--- src/rtl/csr_neighbor_fetch.sv ---
`default_nettype none
// ============================================================================
//  Module   : csr_neighbor_fetch
//  Purpose  : Expands one vertex of a CSR graph into a valid/ready stream of
//             its neighbour IDs. Reads the row-pointer pair, then fetches
//             edge words two at a time through graph_memory ports A/B and
//             buffers them in a small output FIFO.
//  Options  : NBR_FETCH_BOUNDS_CHECK_EN - treats end<start as an empty row
//             and raises the sticky err_out flag.
//  Revision : 1.0 - initial release
// ============================================================================
module csr_neighbor_fetch #(
    parameter int PROC_BITS  = 4,
    parameter int PROC_ID    = 0,
    parameter int MEM_LAT    = 2,
    parameter int FIFO_DEPTH = 8
) (
    input  logic                   clk_in,
    input  logic                   rst_in,
    input  logic [31:0]            vtx_in,
    input  logic                   vtx_valid_in,
    output logic                   vtx_ready_out,
    output logic [32+PROC_BITS-1:0] idx_addr,
    output logic                   idx_validin,
    input  logic [31:0]            rowidx_out,
    output logic [32+PROC_BITS-1:0] data_addra,
    output logic [32+PROC_BITS-1:0] data_addrb,
    output logic                   data_validina,
    output logic                   data_validinb,
    input  logic [31:0]            data_outa,
    input  logic [31:0]            data_outb,
    output logic [31:0]            nbr_out,
    output logic                   nbr_valid_out,
    input  logic                   nbr_ready_in,
    output logic                   nbr_last_out,
    output logic                   done_out,
    output logic [31:0]            degree_out
`ifdef NBR_FETCH_BOUNDS_CHECK_EN
    ,
    output logic                   err_out
`endif
);

    localparam int c_AW = 32 + PROC_BITS;
    localparam int c_PW = $clog2(FIFO_DEPTH);
    localparam int c_CW = $clog2(FIFO_DEPTH + 1);
    localparam logic [PROC_BITS-1:0] c_TAG = PROC_BITS'(PROC_ID);

    localparam logic [2:0] c_IDLE     = 3'd0;
    localparam logic [2:0] c_PTR0     = 3'd1;
    localparam logic [2:0] c_PTR1     = 3'd2;
    localparam logic [2:0] c_PTR_WAIT = 3'd3;
    localparam logic [2:0] c_STREAM   = 3'd4;
    localparam logic [2:0] c_DONE     = 3'd5;

    logic [2:0]      state_q, state_d;
    logic [31:0]     vtx_q;
    logic            got_start_q;
    logic [31:0]     start_q;
    logic [31:0]     degree_q;
    logic [31:0]     rem_q;
    logic [31:0]     e_q;
    logic [c_CW-1:0] inflight_q;
    logic [c_CW-1:0] count_q;
    logic [c_PW-1:0] wr_ptr_q, rd_ptr_q;
    logic [MEM_LAT-1:0] idx_pipe_q, a_pipe_q, b_pipe_q, la_pipe_q, lb_pipe_q;
    logic [32:0]     fifo_mem_q [FIFO_DEPTH];
    logic [c_AW-1:0] idx_addr_q, addra_q, addrb_q;

    logic            w_idx_tap, w_a_tap, w_b_tap;
    logic            w_pop;
    logic [31:0]     w_used;
    logic            w_room1, w_room2;
    logic            w_stream;
    logic            w_iss_a, w_iss_b, w_last_a, w_last_b;
    logic            w_idx_iss;
    logic [31:0]     w_idx_ptr;
    logic [31:0]     w_deg;
    logic            w_bad;
    logic            w_fin;
    logic            w_end_cap;

    // Advance a circular FIFO pointer by n (0..2) without assuming a power-of-two depth
    function automatic logic [c_PW-1:0] f_adv(input logic [c_PW-1:0] p, input logic [1:0] n);
        logic [31:0] s;
        s = 32'(p) + 32'(n);
        if (s >= 32'(FIFO_DEPTH)) begin
            s = s - 32'(FIFO_DEPTH);
        end
        return c_PW'(s);
    endfunction

    assign w_idx_tap = idx_pipe_q[MEM_LAT-1];
    assign w_a_tap   = a_pipe_q[MEM_LAT-1];
    assign w_b_tap   = b_pipe_q[MEM_LAT-1];
    assign w_pop     = (count_q != '0) && nbr_ready_in;

    // Buffer slots already promised: stored words plus reads still in the memory pipe
    assign w_used    = 32'(count_q) + 32'(inflight_q);
    assign w_room1   = (w_used + 32'd1) <= 32'(FIFO_DEPTH);
    assign w_room2   = (w_used + 32'd2) <= 32'(FIFO_DEPTH);
    assign w_stream  = (state_q == c_STREAM);
    assign w_iss_b   = w_stream && (rem_q >= 32'd2) && w_room2;
    assign w_iss_a   = w_iss_b || (w_stream && (rem_q == 32'd1) && w_room1);
    assign w_last_a  = w_iss_a && (rem_q == 32'd1);
    assign w_last_b  = w_iss_b && (rem_q == 32'd2);

    assign w_idx_iss = (state_q == c_PTR0) || (state_q == c_PTR1);
    assign w_idx_ptr = (state_q == c_PTR1) ? (vtx_q + 32'd1) : vtx_q;
    assign w_deg     = rowidx_out - start_q;
    assign w_end_cap = (state_q == c_PTR_WAIT) && w_idx_tap && got_start_q;
`ifdef NBR_FETCH_BOUNDS_CHECK_EN
    assign w_bad     = rowidx_out < start_q;
`else
    assign w_bad     = 1'b0;
`endif

    // Last word leaves the buffer this cycle (or already has) with nothing left to fetch
    assign w_fin = (rem_q == 32'd0) && (inflight_q == '0) &&
                   ((count_q == '0) || ((count_q == c_CW'(1)) && w_pop));

    // State register
    always_ff @(posedge clk_in) begin
        if (rst_in) begin
            state_q <= c_IDLE;
        end else begin
            state_q <= state_d;
        end
    end

    // Next-state logic
    always_comb begin
        state_d = state_q;
        case (state_q)
            c_IDLE:     if (vtx_valid_in) state_d = c_PTR0;
            c_PTR0:     state_d = c_PTR1;
            c_PTR1:     state_d = c_PTR_WAIT;
            c_PTR_WAIT: if (w_end_cap) state_d = (w_bad || (w_deg == 32'd0)) ? c_DONE : c_STREAM;
            c_STREAM:   if (w_fin) state_d = c_DONE;
            c_DONE:     state_d = c_IDLE;
            default:    state_d = c_IDLE;
        endcase
    end

    // Output logic: strobes and fresh addresses only in issuing cycles, held addresses otherwise
    always_comb begin
        vtx_ready_out = (state_q == c_IDLE);
        done_out      = (state_q == c_DONE);
        idx_validin   = w_idx_iss;
        idx_addr      = w_idx_iss ? {c_TAG, w_idx_ptr} : idx_addr_q;
        data_validina = w_iss_a;
        data_validinb = w_iss_b;
        data_addra    = w_iss_a ? {c_TAG, e_q} : addra_q;
        data_addrb    = w_iss_b ? {c_TAG, e_q + 32'd1} : addrb_q;
        nbr_valid_out = (count_q != '0);
        nbr_out       = nbr_valid_out ? fifo_mem_q[rd_ptr_q][31:0] : 32'd0;
        nbr_last_out  = nbr_valid_out && fifo_mem_q[rd_ptr_q][32];
        degree_out    = degree_q;
    end

    // Vertex latch, row-pointer capture and degree computation
    always_ff @(posedge clk_in) begin
        if (rst_in) begin
            vtx_q       <= 32'd0;
            got_start_q <= 1'b0;
            start_q     <= 32'd0;
            degree_q    <= 32'd0;
        end else begin
            if (state_q == c_IDLE) begin
                got_start_q <= 1'b0;
                if (vtx_valid_in) vtx_q <= vtx_in;
            end else if (w_idx_tap && !got_start_q) begin
                start_q     <= rowidx_out;
                got_start_q <= 1'b1;
            end
            if (w_end_cap) degree_q <= w_bad ? 32'd0 : w_deg;
        end
    end

    // Edge walk: remaining count, next edge index, reads outstanding in the memory
    always_ff @(posedge clk_in) begin
        if (rst_in) begin
            rem_q      <= 32'd0;
            e_q        <= 32'd0;
            inflight_q <= '0;
        end else begin
            if (w_end_cap) begin
                rem_q <= w_bad ? 32'd0 : w_deg;
                e_q   <= start_q;
            end else begin
                rem_q <= rem_q - 32'(w_iss_a) - 32'(w_iss_b);
                e_q   <= e_q + 32'(w_iss_a) + 32'(w_iss_b);
            end
            inflight_q <= inflight_q + c_CW'(w_iss_a) + c_CW'(w_iss_b)
                                     - c_CW'(w_a_tap) - c_CW'(w_b_tap);
        end
    end

    // Strobe delay lines marking the cycle in which read data is on the bus
    always_ff @(posedge clk_in) begin
        if (rst_in) begin
            idx_pipe_q <= '0;
            a_pipe_q   <= '0;
            b_pipe_q   <= '0;
            la_pipe_q  <= '0;
            lb_pipe_q  <= '0;
        end else begin
            for (int i = MEM_LAT - 1; i > 0; i--) begin
                idx_pipe_q[i] <= idx_pipe_q[i-1];
                a_pipe_q[i]   <= a_pipe_q[i-1];
                b_pipe_q[i]   <= b_pipe_q[i-1];
                la_pipe_q[i]  <= la_pipe_q[i-1];
                lb_pipe_q[i]  <= lb_pipe_q[i-1];
            end
            idx_pipe_q[0] <= w_idx_iss;
            a_pipe_q[0]   <= w_iss_a;
            b_pipe_q[0]   <= w_iss_b;
            la_pipe_q[0]  <= w_last_a;
            lb_pipe_q[0]  <= w_last_b;
        end
    end

    // Address hold registers so idle cycles repeat the last issued address
    always_ff @(posedge clk_in) begin
        if (rst_in) begin
            idx_addr_q <= '0;
            addra_q    <= '0;
            addrb_q    <= '0;
        end else begin
            if (w_idx_iss) idx_addr_q <= idx_addr;
            if (w_iss_a)   addra_q    <= data_addra;
            if (w_iss_b)   addrb_q    <= data_addrb;
        end
    end

    // FIFO pointers and occupancy; port A data lands ahead of port B to keep edge order
    always_ff @(posedge clk_in) begin
        if (rst_in) begin
            wr_ptr_q <= '0;
            rd_ptr_q <= '0;
            count_q  <= '0;
        end else begin
            wr_ptr_q <= f_adv(wr_ptr_q, {1'b0, w_a_tap} + {1'b0, w_b_tap});
            if (w_pop) rd_ptr_q <= f_adv(rd_ptr_q, 2'd1);
            count_q  <= count_q + c_CW'(w_a_tap) + c_CW'(w_b_tap) - c_CW'(w_pop);
        end
    end

    // FIFO storage; contents are don't-care while the pointers say empty
    always_ff @(posedge clk_in) begin
        if (w_a_tap) fifo_mem_q[wr_ptr_q] <= {la_pipe_q[MEM_LAT-1], data_outa};
        if (w_b_tap) fifo_mem_q[f_adv(wr_ptr_q, {1'b0, w_a_tap})] <= {lb_pipe_q[MEM_LAT-1], data_outb};
    end

`ifdef NBR_FETCH_BOUNDS_CHECK_EN
    logic err_q;

    // Sticky flag for an inverted row-pointer pair
    always_ff @(posedge clk_in) begin
        if (rst_in) begin
            err_q <= 1'b0;
        end else if (w_end_cap && w_bad) begin
            err_q <= 1'b1;
        end
    end

    assign err_out = err_q;
`endif

endmodule
`default_nettype wire
--- config.mk ---
export PLATFORM = sky130hd
export DESIGN_NAME = csr_neighbor_fetch
export DESIGN_NICKNAME = d
export VERILOG_FILES = /design/src/rtl/csr_neighbor_fetch.sv
export SDC_FILE = /design/constraint.sdc
export NUM_CORES = 1
export LEC_CHECK = 0
export BUFFER_PORTS_ARGS = -buffer_cell sky130_fd_sc_hd__buf_2
export CORE_MARGIN = 3
export CORE_UTILIZATION = 50
export CTS_CLUSTER_DIAMETER = 150
export CTS_CLUSTER_SIZE = 20
export DETAILED_ROUTE_END_ITERATION = 10
export GPL_TIMING_DRIVEN = 1
export MAX_ROUTING_LAYER = met4
export PLACE_DENSITY = 0.7
export RECOVER_POWER = 50
export SYNTH_ARGS = -nofsm -noshare
export SYNTH_HDL_FRONTEND = slang
export SYNTH_SLANG_ARGS = --single-unit
--- constraint.sdc ---
create_clock -name clk_in -period 7.3 [get_ports clk_in]
set_input_delay 1.095 -clock clk_in [delete_from_list [all_inputs] [get_ports clk_in]]
set_output_delay 1.095 -clock clk_in [all_outputs]
set_load 0.02 [all_outputs]
==> summary.md <==
| Metric | Value |
|---|---|
| Slowest-stage cell, CP | `fa_1` |
| Rel. slew slack | `-107%` |
| Drt total wl | `74.6 mm` |
| Worst hold start | `b_pipe_q[0]$_SDFF_PP0_` |
| Hold Crit Class | `flip-flop to flip-flop` |
| Hold path depth | `1` |
| Vias per cell | `5.78` |
| Wire per inst | `20.7 um` |
| Leakage | `11.4 nW` |
| Htree depth | `2` |
| Clk_lat worst skew | `0.58 ns` |
| Worst Tran Pin Value | `3.10 ns` |
| Initial antenna violation count | `9` |
| Initial Util | `51.0%` |
| Simple-Gate Fraction of Synth Area | `14.4%` |
| Detailed Routing Iterations Pass 1 | `5` |
| Mux cell area share after synthesis | `18.6%` |
| Sequential element share of the synthesized area | `49.1%` |
| Crit path required time | `7.74 ns` |
| First-pass GRT wire length | `117 mm` |
| Fmax | `184 MHz` |
| Max Cap Violations | `17` |
| Top post-synthesis cells by area | `edfxtp_1 (28%), dfxtp_1 (21%), mux2_2 (12%), mux4_2 (5.2%), nand2_1 (4.3%)` |
| Post-DP HPWL | `48.5 mm` |
| R2R Path Start | `count_q[0]$_SDFF_PP0_` |
| Syn Area/Cell | `10.9 um2` |
| Area occupied by multi-input gates | `13,700 um2` |
| Die area | `59,500 um2` |
| Largest family of logic cells by synthesized area | `multiplexers` |
| Largest net degree at the start of global routing | `73` |
| Mapped Area | `28,300 um2` |
| Clock sinks | `563` |
| Outcome | `finished, violations left` |
| Fin nets | `3,017` |
| Clk buf depth | `3` |
| Arrival time of the worst setup path | `5.87 ns` |
| Tmin final | `5.43 ns` |
| Ys Warns | `0` |
| Period utilisation layout | `74.4%` |
| Syn Nets | `2,798` |
| Maximum vdd drop | `0.172 mV` |
| Crit start category | `flip-flop` |
| Core ar. | `55,500 um2` |
| Routed Antenna Nets | `0` |
| Cells along the critical path | `ha_1, fa_1, xor2_1, ha_1, nor2_1, nand2_1, nor3_1, mux2i_1, o22ai_1, nand3_2, buf_4, inv_1, fa_1, ha_1, nand2_1, nor2_1, nand2_1, nor2_1, nand4_1, or3_1, a311oi_1` |
| Row Count | `86` |
| Die height | `244 um` |
| Ys flop type | `dfxtp_1` |
| Cts repair resizes | `0` |
| Post-synth EDFFs | `264` |
| Synth unique cells | `69` |
| Area leader, netlist | `edfxtp_1` |
| I/O Buffers | `310` |
| Fillers | `4,816` |
| Hold Buf Count CTS | `0` |
| Commonest cells post-synth | `nand2_1 (323), mux2_2 (303), dfxtp_1 (299), edfxtp_1 (264), nor2_1 (208)` |
| Synth Area in Adders | `2.98%` |
| Critical path class | `flip-flop to flip-flop` |
| Post-CTS Setup Bufs | `0` |
| CTS root buffer | `clkbuf_16` |
| Worst Setup End Kind | `flip-flop` |
| Final hold vios | `0` |
| Slew Viols, Final | `629` |
| Final Setup Violations | `0` |
| GRT overflow | `0` |
| WHS Endpoint | `b_pipe_q[1]$_SDFF_PP0_` |
| Seq cells post-synth | `563` |
| Util after Layout | `56.6%` |
| Fin Clk Skew | `0.0256 ns` |
| Reg-to-reg endpoint | `e_q[30]$_SDFF_PP0_` |
| Synth Area in XOR/XNOR | `4.30%` |
| Reg2reg setup slack | `1.87 ns` |
| Sequential cell area | `13,900 um2` |
| Die Width | `244 um` |
| GPL Wtd Cong | `0.899` |
| Worst stage delay on the critical path | `0.41 ns` |
| CTS tree | `done` |
| Async SR Flop Fraction | `0%` |
| Area Growth Syn to Fin | `10.9%` |
| Power Density | `222 nW/um2` |
| Via count | `20.8k` |
| Failing checks | `capacitance limit, slew limit` |
| Reg clk slew, reported paths | `0.09 ns` |
| R2r worst-path depth | `21` |
| CTS buffer count | `34` |
| Mapped Cells | `2,604` |
| Setup TNS after final layout | `0 ns` |
| Synth Area in Compound Gates | `7.69%` |
| Most common cell in the netlist | `nand2_1` |
| Detailed Route Iter0 Violations | `1,813` |
| Share of cells above drive strength 1 | `25.9%` |
| Post-detailed-route DRC marker count | `0` |
| Top-area cell type share of the netlist area | `28.0%` |
| Vias in the first global route | `20.8k` |
| GRT Util Overall | `25.4%` |
| RSZ-0062 raised after global routing | `false` |
| I/O pins | `311` |
| Crit-path max FO | `67` |
## worst max-delay path by stage
stage	start	end	slack, ns	cells after the start
6_report	count_q[0]$_SDFF_PP0_	e_q[30]$_SDFF_PP0_	1.87	21
5_1_grt	count_q[0]$_SDFF_PP0_	e_q[30]$_SDFF_PP0_	1.38	21
4_1_cts	count_q[0]$_SDFF_PP0_	e_q[30]$_SDFF_PP0_	1.97	21
3_5_place_dp	count_q[0]$_SDFF_PP0_	e_q[30]$_SDFF_PP0_	2.04	21
3_3_place_gp	count_q[0]$_SDFF_PP0_	e_q[30]$_SDFF_PP0_	2.20	21
2_1_floorplan	inflight_q[0]$_SDFF_PP0_	e_q[30]$_SDFF_PP0_	2.79	21
## sequential cells by signal, indices dropped and copies added, names as in the netlist, 3 cells and up, named ones only
name and count:
inflight_q 4, degree_out 32, addrb_q 36, addra_q 36, state_q 3, wr_ptr_q 3, e_q 32, vtx_q 32
start_q 32, rd_ptr_q 3, count_q 4, idx_addr_q 36, fifo_mem_q 264, rem_q 32
## routing by layer
| metal | track usage, % | wire length (um) | up-vias |
|---|---|---|---|
| met1 | 32.9 | 31100 | 10200 |
| met5 | - | 0 | - |
| met3 | 4.01 | 5310 | 113 |
| met4 | 7.58 | 2070 | 0 |
| met2 | 41.4 | 36200 | 733 |
| li1 | - | - | 9734 |
## where the power goes
part           internal [mW]  switching [mW]  total, mW  leakage, nW
sequential              3.35           0.128       3.48         4.79
combinational          0.647           0.874       1.52         6.18
clock                  0.886            1.07       1.96        0.464
total                   4.89            2.07       6.96         11.4
## logic make-up after synthesis
family	Yosys count
XOR/XNOR	139
buffers and inverters	217
flip-flops	563
adder cells (fa/ha/maj)	62
multiplexers	405
AND/OR/NAND/NOR	862
AO/OA/AOI/OAI	356
## critical path: cells and delay by family (launching register included)
kind | cells | cell delay, ns
buffers and inverters | 2 | 0.55
AO/OA/AOI/OAI | 2 | 0.63
adder cells (fa/ha/maj) | 5 | 1.38
multiplexers | 1 | 0.11
XOR/XNOR | 1 | 0.29
AND/OR/NAND/NOR | 10 | 1.91
flip-flops | 1 | 0.38
## area by class of cell
type | count | area share (%)
antenna | 10 | 0.0796
timing repair buffer | 341 | 5.38
clock buffer | 50 | 2.90
multi-input combinational | 1824 | 43.5
tap | 748 | 2.98
clock inverter | 4 | 0.171
sequential | 563 | 44.3
inverter | 59 | 0.705
## layout by cell type (no fill, tap or decap), types with 5 or more instances in the layout
master / n
edfxtp_1: 264
buf_2: 277
and3_1: 23
and2_1: 107
a21boi_0: 5
mux4_2: 66
o21ai_0: 89
fa_1: 9
clkbuf_16: 34
or3_1: 25
nand3_1: 35
inv_1: 58
a21oi_1: 148
nor2_1: 206
or4_1: 8
nand4_1: 28
xnor2_1: 70
mux2i_1: 36
nor4_1: 12
nor2b_1: 17
o21a_1: 7
and4_1: 9
a211oi_1: 31
o31ai_1: 5
nand2_1: 323
diode_2: 10
a31oi_1: 6
a21o_1: 14
dfxtp_1: 296
buf_4: 17
nand4b_1: 5
nor3_1: 28
mux2_2: 303
a311oi_1: 11
xor2_1: 69
clkbuf_1: 63
nand2b_1: 10
ha_1: 53
## through the flow
stage               setup WS (ns)  instances  hold WS, ns  power (mW)  area [um2]
global route                 1.38       3597        0.452        7.29       31400
detailed placement           2.04       3535        0.428        5.08       30600
finish                       1.87       3599        0.445        6.96       31400
floorplan                    2.79       2604        0.414        4.60       28300
CTS                          1.97       3589        0.448        7.02       31500
global placement             2.20       3535        0.417        5.05       30600
No activity file was read; power rests on OpenSTA's default activity.
